File: src/rtl/miriscv_mem_arbiter.sv
// Memory arbiter for the miriscv core: shares one single-ported,
// single-outstanding memory between instruction fetch and the LSU.
// Data has priority over fetch; a burst counter forces a waiting fetch
// through after MAX_DATA_BURST consecutive data grants.
//
// state  | meaning
// -------+---------------------------------------------------------
// IDLE   | no transaction outstanding, arbitration and issue allowed
// WAIT_I | instruction fetch outstanding, waiting for mem_rvalid_i
// WAIT_D | data access outstanding, waiting for mem_rvalid_i
module miriscv_mem_arbiter #(
  parameter int XLEN           = 32,
  parameter int MAX_DATA_BURST = 4
) (
  input  logic              clk_i,
  input  logic              arstn_i,

  input  logic              instr_req_i,
  input  logic [XLEN-1:0]   instr_addr_i,
  input  logic              instr_kill_i,
  output logic              instr_gnt_o,
  output logic              instr_rvalid_o,
  output logic [XLEN-1:0]   instr_rdata_o,

  input  logic              data_req_i,
  input  logic              data_we_i,
  input  logic [XLEN/8-1:0] data_be_i,
  input  logic [XLEN-1:0]   data_addr_i,
  input  logic [XLEN-1:0]   data_wdata_i,
  output logic              data_gnt_o,
  output logic              data_rvalid_o,
  output logic [XLEN-1:0]   data_rdata_o,

  output logic              mem_req_o,
  output logic              mem_we_o,
  output logic [XLEN/8-1:0] mem_be_o,
  output logic [XLEN-1:0]   mem_addr_o,
  output logic [XLEN-1:0]   mem_wdata_o,
  input  logic              mem_rvalid_i,
  input  logic [XLEN-1:0]   mem_rdata_i,

  output logic              spurious_rvalid_o
);

  typedef enum logic [1:0] {
    IDLE   = 2'd0,
    WAIT_I = 2'd1,
    WAIT_D = 2'd2
  } state_e;

  localparam logic [3:0] BURST_MAX = 4'(MAX_DATA_BURST);

  state_e     state_q, state_d;
  logic [3:0] burst_q, burst_d;
  logic       drop_q,  drop_d;
  logic       instr_win;
  logic       data_win;

  // Read data is a plain pass-through; it is only meaningful with rvalid.
  assign instr_rdata_o = mem_rdata_i;
  assign data_rdata_o  = mem_rdata_i;

  // State, burst counter and drop flag registers.
  always_ff @(posedge clk_i or negedge arstn_i) begin
    if (!arstn_i) begin
      state_q <= IDLE;
      burst_q <= 4'd0;
      drop_q  <= 1'b0;
    end else begin
      state_q <= state_d;
      burst_q <= burst_d;
      drop_q  <= drop_d;
    end
  end

  // Arbitration, memory port drive, response routing and next state.
  always_comb begin
    state_d           = state_q;
    burst_d           = burst_q;
    drop_d            = drop_q;
    instr_win         = 1'b0;
    data_win          = 1'b0;
    instr_gnt_o       = 1'b0;
    data_gnt_o        = 1'b0;
    instr_rvalid_o    = 1'b0;
    data_rvalid_o     = 1'b0;
    spurious_rvalid_o = 1'b0;
    mem_req_o         = 1'b0;
    mem_we_o          = 1'b0;
    mem_be_o          = '0;
    mem_addr_o        = '0;
    mem_wdata_o       = '0;

    case (state_q)
      IDLE: begin
        // A fetch wins only when alone or when data has used up its burst.
        instr_win         = instr_req_i & (~data_req_i | (burst_q == BURST_MAX));
        data_win          = data_req_i & ~instr_win;
        spurious_rvalid_o = mem_rvalid_i;
        if (instr_win) begin
          instr_gnt_o = 1'b1;
          mem_req_o   = 1'b1;
          mem_be_o    = '1;
          mem_addr_o  = instr_addr_i;
          burst_d     = 4'd0;
          drop_d      = instr_kill_i;
          state_d     = WAIT_I;
        end else if (data_win) begin
          data_gnt_o  = 1'b1;
          mem_req_o   = 1'b1;
          mem_we_o    = data_we_i;
          mem_be_o    = data_be_i;
          mem_addr_o  = data_addr_i;
          mem_wdata_o = data_wdata_i;
          if (!instr_req_i) begin
            burst_d = 4'd0;
          end else if (burst_q != BURST_MAX) begin
            burst_d = burst_q + 4'd1;
          end
          state_d = WAIT_D;
        end
      end
      WAIT_I: begin
        if (instr_kill_i) begin
          drop_d = 1'b1;
        end
        if (mem_rvalid_i) begin
          instr_rvalid_o = ~drop_q & ~instr_kill_i;
          drop_d         = 1'b0;
          state_d        = IDLE;
        end
      end
      WAIT_D: begin
        if (mem_rvalid_i) begin
          data_rvalid_o = 1'b1;
          state_d       = IDLE;
        end
      end
      default: begin
        state_d = IDLE;
      end
    endcase

    // Reset forces every handshake and port output quiet.
    if (!arstn_i) begin
      instr_gnt_o       = 1'b0;
      data_gnt_o        = 1'b0;
      instr_rvalid_o    = 1'b0;
      data_rvalid_o     = 1'b0;
      spurious_rvalid_o = 1'b0;
      mem_req_o         = 1'b0;
      mem_we_o          = 1'b0;
      mem_be_o          = '0;
      mem_addr_o        = '0;
      mem_wdata_o       = '0;
    end
  end

endmodule

File: config.mk
export PLATFORM = sky130hd
export DESIGN_NAME = miriscv_mem_arbiter
export DESIGN_NICKNAME = d
export VERILOG_FILES = /design/src/rtl/miriscv_mem_arbiter.sv
export SDC_FILE = /design/constraint.sdc
export NUM_CORES = 1
export LEC_CHECK = 0
export BUFFER_PORTS_ARGS = -buffer_cell sky130_fd_sc_hd__buf_2
export CAP_MARGIN = 20
export CORE_AREA = 2 2 108 110
export CTS_BUF_LIST = sky130_fd_sc_hd__clkbuf_16
export DETAILED_ROUTE_END_ITERATION = 10
export DIE_AREA = 0 0 110 112
export PLACE_DENSITY = 0.55
export SYNTH_ARGS = -nofsm -noshare
export SYNTH_HDL_FRONTEND = slang
export SYNTH_SLANG_ARGS = --single-unit
export TNS_END_PERCENT = 20
File: constraint.sdc
create_clock -name clk_i -period 2.03 [get_ports clk_i]
set_clock_uncertainty 0.15 [all_clocks]
set_input_delay 0.203 -clock clk_i [delete_from_list [all_inputs] [get_ports clk_i]]
set_output_delay 0.203 -clock clk_i [all_outputs]
set_load 0.02 [all_outputs]
; ---- After elaboration in Yosys (flattened, before gate mapping)
; Index checks and enable logic that the tools add are counted.
[totals]
reg_bits = 7
latchBits = 0
ram_bits = 0
romBits = 0
output_inout_bits = 139
elab_cells = 74
mem_count = 0
[op_classes]
n_addsub = 1
multipliers = 0
n_div = 0
magnitude_cmp = 0
eq_ne = 9
shifts = 0
mux = 46
n_bitwise = 8
n_reduce_logical = 7
[ops]
columns = operator, n
row1 = $mux 32, 8
row2 = $mux 4, 8
row3 = $mux 1, 25
row4 = $mux 2, 3
row5 = $ne 3x3->1 const B, 2
row6 = $reduce_and 3->1, 2
row7 = $add 4x1->4 const B, 1
row8 = $eq 4x3->1 const B, 1
row9 = $ne 4x3->1 const B, 1
row10 = $not 1->1, 4
row11 = $pmux 2 s2, 1
row12 = $reduce_bool 2->1, 2
row13 = $and 1x1->1, 3
row14 = $ne 3x1->1 const B, 1
row15 = $eq 2x1->1 const B, 1
row16 = $eq 2x2->1 const B, 1
row17 = $logic_not 2->1, 1
row18 = $ne 2x1->1 const B, 1
row19 = $ne 2x2->1 const B, 1
row20 = $pmux 1 s2, 1
row21 = $reduce_and 2->1, 1
row22 = $reduce_or 2->1, 1
row23 = $or 1x1->1, 1

; ---- Depth between registers and ports, before layout
; Gate-level depths: netlist of the first run.
[logic_depth]
word_depth = 9
ltp_mapped = 8

; ---- Worst setup path after synthesis of the first run
; Ideal clock, no wire load.
[synth_timing]
kind = flip-flop to output port
from = register burst_q[0]
to = output mem_addr_o[21]
t_arrival_ns = 1.649
required_ns = 1.677
setup_slack_ns = 0.028
stages_incl_launch_ff = 8
path_buffers = 1
cell_sequence = dfrtp_1 inv_1 ha_1 nand3b_4 a21boi_4 buf_2 nand2_1 a21oi_1
[synth_via]
elab_chain_cells = 9
[synth_rtl]
columns = element, line
row1 = from (decl), 54  ; logic [3:0] burst_q, burst_d;
row2 = from (signal assigned), 71  ; burst_q <= burst_d;
row3 = $eq 4x3->1 (*), 97  ; instr_win = instr_req_i & (~data_req_i | (burst_q == BURST_MAX));
row4 = $or 1x1->1 (*), 97
row5 = $and 1x1->1 (*), 97
row6 = $not 1->1, 98  ; data_win = data_req_i & ~instr_win;
row7 = $and 1x1->1, 98
row8 = $mux 32, 108  ; end else if (data_win) begin
row9 = $mux 32 (*), 100  ; if (instr_win) begin
row10 = $mux 32 (*), 94  ; case (state_q)
row11 = $mux 32 (*), 145  ; if (!arstn_i) begin
row12 = to (decl), 37  ; output logic [XLEN-1:0] mem_addr_o,
; Every way passes the cells marked *; elsewhere a longest branch is shown, timed or not.

; ---- Worst setup path in the final report of the first run
[layout_timing]
from = register burst_q[0]
to = output mem_we_o
[layout_via]
elab_chain_cells = 9
[layout_rtl]
columns = element, line
row1 = $eq 4x3->1 (*), 97
row2 = $or 1x1->1 (*), 97
row3 = $and 1x1->1 (*), 97
row4 = $not 1->1, 98
row5 = $and 1x1->1, 98
row6 = $mux 1, 108
row7 = $mux 1 (*), 100
row8 = $mux 1 (*), 94
row9 = $mux 1 (*), 145
row10 = to (decl), 35  ; output logic mem_we_o,
; Marks and branches as above.

==> run metrics, run 1 <==
unrepaired setup endpoints after global routing true; CTS buffer count 3; fmax 445 MHz; worst skew pair latency 240 ps; # diodes 0; crit path DAT 1890 ps; # setup viols final 69; area post-placement 2420 sq um; WL met3 675 microns; period utilisation layout 111%; Post-Syn Instances 278; Hold Fails Final Rpt 0; CTS Root Cell clkbuf_16; WHS 168 ps; min-delay worst type input pin to flip-flop; total gr overflow 0; H-tree levels 1; worst setup margin -216 ps; IO buf count 181; CTS max path bufs 2; Sink Count 7; Worst Tran Pin Value 735 ps; Post-synth EDFFs 0; via count 2396; Max FO, Critical Path 8; library cells used by synthesis 32; vias in the first global route 2330; row count 39; run status complete, but fails checks; share of layout cells above drive strength 1 70.2%; max layer used met4; pwr dens 651 nW/um^2; clock period minus worst slack 2250 ps; largest net degree at the start of global routing 39; filler cell count 1198; Peak VDD IR 0.267 mV; CP required 1680 ps; Final #Nets 551; Async SR Flop Fraction 100%; crit path launch type flip-flop; antenna violations before repair 0; GRT Total Usage 12.2%; DRT Pass-1 Iters 4; number of synthesized register bits 7; Detail Route Antenna Nets 0; Multi-input gate area 1290 sq um; Via density 4.36; drt total wl 8350 microns; I/O Pins 278; Placer Congestion 0.825; CP cell instances inv_2 > ha_4 > nand3b_4 > a21boi_4 > buf_6 > nor3b_4 > buf_12 > clkbuf_16 > and2_4 > buf_6; sequential area share after synthesis 9.64%; Non-Filler Instances 549; FF/Latch Area 175 sq um; CP delay by family, top buffers and inverters; Reg clk slew, reported paths 40 ps; final instance area 3350 sq um; DR WL met2 4300 microns; CP peak stage delay 380 ps; Layout area overhead 84.5%; Final HPWL DP 5610 microns; drt drc 0; CP bufs+invs 5; Post-Syn Area per Cell 6.54 sq um; core area 11200 sq um; Net Count, Synth 422; Starting DRT DRC Count 77; Die H 112 microns; CTS tree yes; dpl cells 529; WS Path Type flip-flop to output pin; die area 12300 sq um; Synth area leader buf_4; die width 110 microns; synth warn 0; most common cell after layout, fill and taps aside buf_2; top-area cell type share of the netlist area 28.5%; total power 2.18 mW; Rel. slew slack 50.5%; M1 WL 3210 microns; CP endpoint kind output pin; leading post-synthesis cells by cell area buf_4 28%, and2_1 11%, a21oi_1 10%; Pleak 1.71 nW; violated checks negative setup slack; wire per inst 15.2 microns; netlist area before placement 1820 sq um; TNS Setup -11260 ps; Max-cap violations 0; final slew viol count 0; top_reg_cell synth dfrtp_1; most frequent cells in the layout 116 x buf_2, 47 x buf_6, 33 x nand3_1, 33 x and2_4, 32 x buf_4; Initial Util 16.3%; most used cell, CP buf_6; Critical-path top delay cell dfrtp_1; first-pass GRT wire length 11800 microns
-- sequential cells by signal, summed over array words and instances (netlist names) --
name     cells
burst_q      4
state_q      2
drop_q       1
-- cells by family (layout without fill, tap and decap cells) --
kind of cell / count (synthesis) / count (layout) / synth area share, %
compound gates: 50 / 50 / 16.2
buf+inv: 89 / 217 / 34.2
simple gates: 127 / 127 / 36.5
fa+ha+maj: 5 / 5 / 3.44
flops: 7 / 7 / 9.64
-- final cells by class --
class                   count  share of cell area (%)
repair buffers            207                    47.8
multi-input cells         182                    38.6
well taps                 143                    5.33
flip-flops and latches      7                    5.22
clock buffers               3                    2.24
inverters                   6                   0.671
clock inverters             1                   0.112
-- synth_stat cells, drive strengths merged, types with 2 or more instances --
cell / n
buf: 81
nand2: 42
a21oi: 37
and2: 33
nand3: 33
dfrtp: 7
inv: 6
ha: 5
nor2: 5
nor2b: 4
o21ai: 4
and3: 2
clkbuf: 2
nor3: 2
-- worst reg2reg max path: stages (launching register included) --
cell and delay, ps:
dfrtp_1 380, inv_2 80, ha_4 160, nand3b_4 100, a21bo_1 250, buf_4 170
or4_1 390, o311a_1 120
-- metrics by stage --
step	utilization, %	setup WS, ps
after floorplan	-	28.2
after global placement	21.6	49.2
after detailed placement	21.6	38.2
after CTS	27.5	-169
after global routing	30.0	-282
final	30.0	-216
-- where the power goes --
part | internal, mW | total [mW] | switching [mW]
logic | 0.764 | 1.62 | 0.857
registers | 0.186 | 0.222 | 0.0365
clock network | 0.257 | 0.340 | 0.0828
-- path summary, 6_finish.rpt --
kind                             start         end  slack, ps  depth (start not counted)
setup / recovery            burst_q[0]    mem_we_o       -220                         10
hold / removal             instr_req_i  burst_q[2]        170                          2
setup reg to reg            burst_q[0]      drop_q        110                          7
hold reg to reg                 drop_q      drop_q        410                          1
max in group asynchronous      arstn_i  burst_q[2]       1280                          3
min in group asynchronous      arstn_i  state_q[0]        310                          3
-- per-layer routing --
metal	global-route usage, %	vias up
met1	14.2	1131
met4	3.63	0
met5	0	-
li1	-	1114
met2	22.0	126
met3	2.52	25
-- what timing repair did --
action / CTS / global route
pin swaps: 32 / 30
gates resized for setup: 141 / 65
hold buffers: 1 / 0
endpoints found under the hold margin: 7 / 0
buffers inserted: 9 / 2
gates cloned: 3 / 3
setup endpoints to repair: 72 / 72
Note: power is estimated with default switching activity, not from simulation.
==> inputs of run 2 (changes only) <==
==> constraint.sdc (replaced) <==
create_clock -name clk_i -period 2.6 [get_ports clk_i]
set_clock_uncertainty 0.15 [all_clocks]
set_input_delay 0.26 -clock clk_i [delete_from_list [all_inputs] [get_ports clk_i]]
set_output_delay 0.26 -clock clk_i [all_outputs]
set_load 0.02 [all_outputs]
==> run metrics, run 2 (synthesis results as in run 1) <==
run status completed; WS Path Type flip-flop to output pin; drt drc 0 (unchanged); H-tree levels 1 (unchanged); antenna violations before repair 0 (unchanged); Largest register FFs 4 (unchanged); Via density 4.21 (-3.5%); vias in the first global route 2027 (-13%); Rel. slew slack 64.8% (+14 points); Reg clk slew, reported paths 40 ps (about the same); core area 11200 sq um (unchanged); # diodes 0 (unchanged); Max FO, Critical Path 32 (+24); share of layout cells above drive strength 1 50.0% (-20 points); Placer Congestion 0.823 (-0.35%); Peak VDD IR 0.381 mV (+43%); Sink Count 7 (unchanged); CTS tree yes; drt total wl 6850 microns (-18%); CP endpoint kind output pin; filler cell count 1245 (+3.9%); CP required 2190 ps (+510 ps); largest net degree at the start of global routing 41 (+5.1%); Die H 112 microns (unchanged); CTS max path bufs 2 (unchanged); CTS buffer count 3 (unchanged); die width 110 microns (unchanged); worst skew pair latency 230 ps (about the same); wire per inst 13.0 microns (-15%); Hold Fails Final Rpt 0 (unchanged); Max-cap violations 0 (unchanged); pwr dens 525 nW/um^2 (-19%); first-pass GRT wire length 9990 microns (-15%); unrepaired setup endpoints after global routing false; Layout area overhead 35.2%; via count 2228 (-7.0%); IO buf count 181 (unchanged); die area 12300 sq um (unchanged); GRT Total Usage 10.2% (-2.0 points); WHS 209 ps (+41.1 ps); period utilisation layout 92.0%; crit path DAT 1980 ps (+90 ps); Largest regs burst_q (4), state_q (2), drop_q (1); Critical-path top delay cell dfrtp_1; Pleak 1.39 nW (-19%); Initial Util 16.3% (unchanged); most common cell after layout, fill and taps aside buf_2; Most flops, register burst_q; # setup viols final 0 (-100%); Worst Tran Pin Value 522 ps (-213 ps); final instance area 2460 sq um (-27%); most frequent cells in the layout 181 x buf_2, 42 x nand2_1, 37 x a21oi_1; crit path launch type flip-flop; total gr overflow 0 (unchanged); CP peak stage delay 400 ps (+20 ps); Final #Nets 531 (-3.6%); final slew viol count 0 (unchanged); Detail Route Antenna Nets 0 (unchanged); fmax 418 MHz; CTS Root Cell clkbuf_16; CP cell instances inv_1 > ha_1 > nand3b_4 > a21bo_2 > buf_12 > nand3_1 > a21oi_1 > buf_2; min-delay worst type input pin to flip-flop; TNS Setup 0 ps (+11260 ps); Final HPWL DP 5390 microns (-3.9%); I/O Pins 278 (unchanged); row count 39 (unchanged); Setup Fix Bufs, Post-CTS 0 (-9); area post-placement 2370 sq um (-2.1%); DRT Pass-1 Iters 4 (unchanged); clock period minus worst slack 2390 ps; Starting DRT DRC Count 78 (+1.3%)
run 2: where the power goes:
part / total [mW] / switching, mW / leakage, nW / internal, mW
combinational: 0.853 / 0.536 / 1.26 / 0.317
sequential: 0.178 / 0.0330 / 0.0931 / 0.145
clock: 0.261 / 0.0606 / 0.0423 / 0.200
total: 1.29 / 0.630 / 1.39 / 0.662
run 2: layer usage:
layer	global-route usage, %	up-vias	part of all wire, %
li1	-	1071	-
met1	11.9	1008	38
met2	17.1	125	49
met3	3.63	24	12
met4	3.54	0	2.1
met5	0	-	0
run 2: what timing repair did:
item	in CTS	in global routing
setup endpoints to repair	0	6
hold buffers	1	0
hold endpoints to repair	7	0
resized for setup	0	2
run 2: metrics by stage:
step,std cells,util [%],worst slack [ps],power [mW]
2_1_floorplan,278,-,541,0.884
3_3_place_gp,524,21.2,417,1.02
3_5_place_dp,524,21.2,373,1.04
4_1_cts,529,22.0,108,1.31
5_1_grt,529,22.0,36.7,1.41
6_report,529,22.0,207,1.29
run 2: final timing paths:
kind,from,to,slack [ps],depth (start not counted)
max,burst_q[0],mem_addr_o[15],210,8
min,instr_req_i,burst_q[2],210,2
max reg2reg,burst_q[0],drop_q,670,6
min reg2reg,state_q[0],state_q[0],400,2
max in group asynchronous,arstn_i,state_q[1],1840,2
min in group asynchronous,arstn_i,burst_q[0],270,2
run 2: worst max-delay path, delay by kind of cell, from the launching register on:
kind            cells  cell delay [ps]
compound gates      2              440
fa+ha+maj           1              230
buf+inv             3              470
flops               1              400
simple gates        2              200
run 2: final cells by class:
type                       instances  area [sq um]  area share, %
sequential                         7           175           7.12
tap                              143           179           7.28
clock inverter                     1          3.75          0.153
timing repair buffer             187           982           39.9
inverter                           6          22.5          0.916
clock buffer                       3          75.1           3.05
multi-input combinational        182          1020           41.5
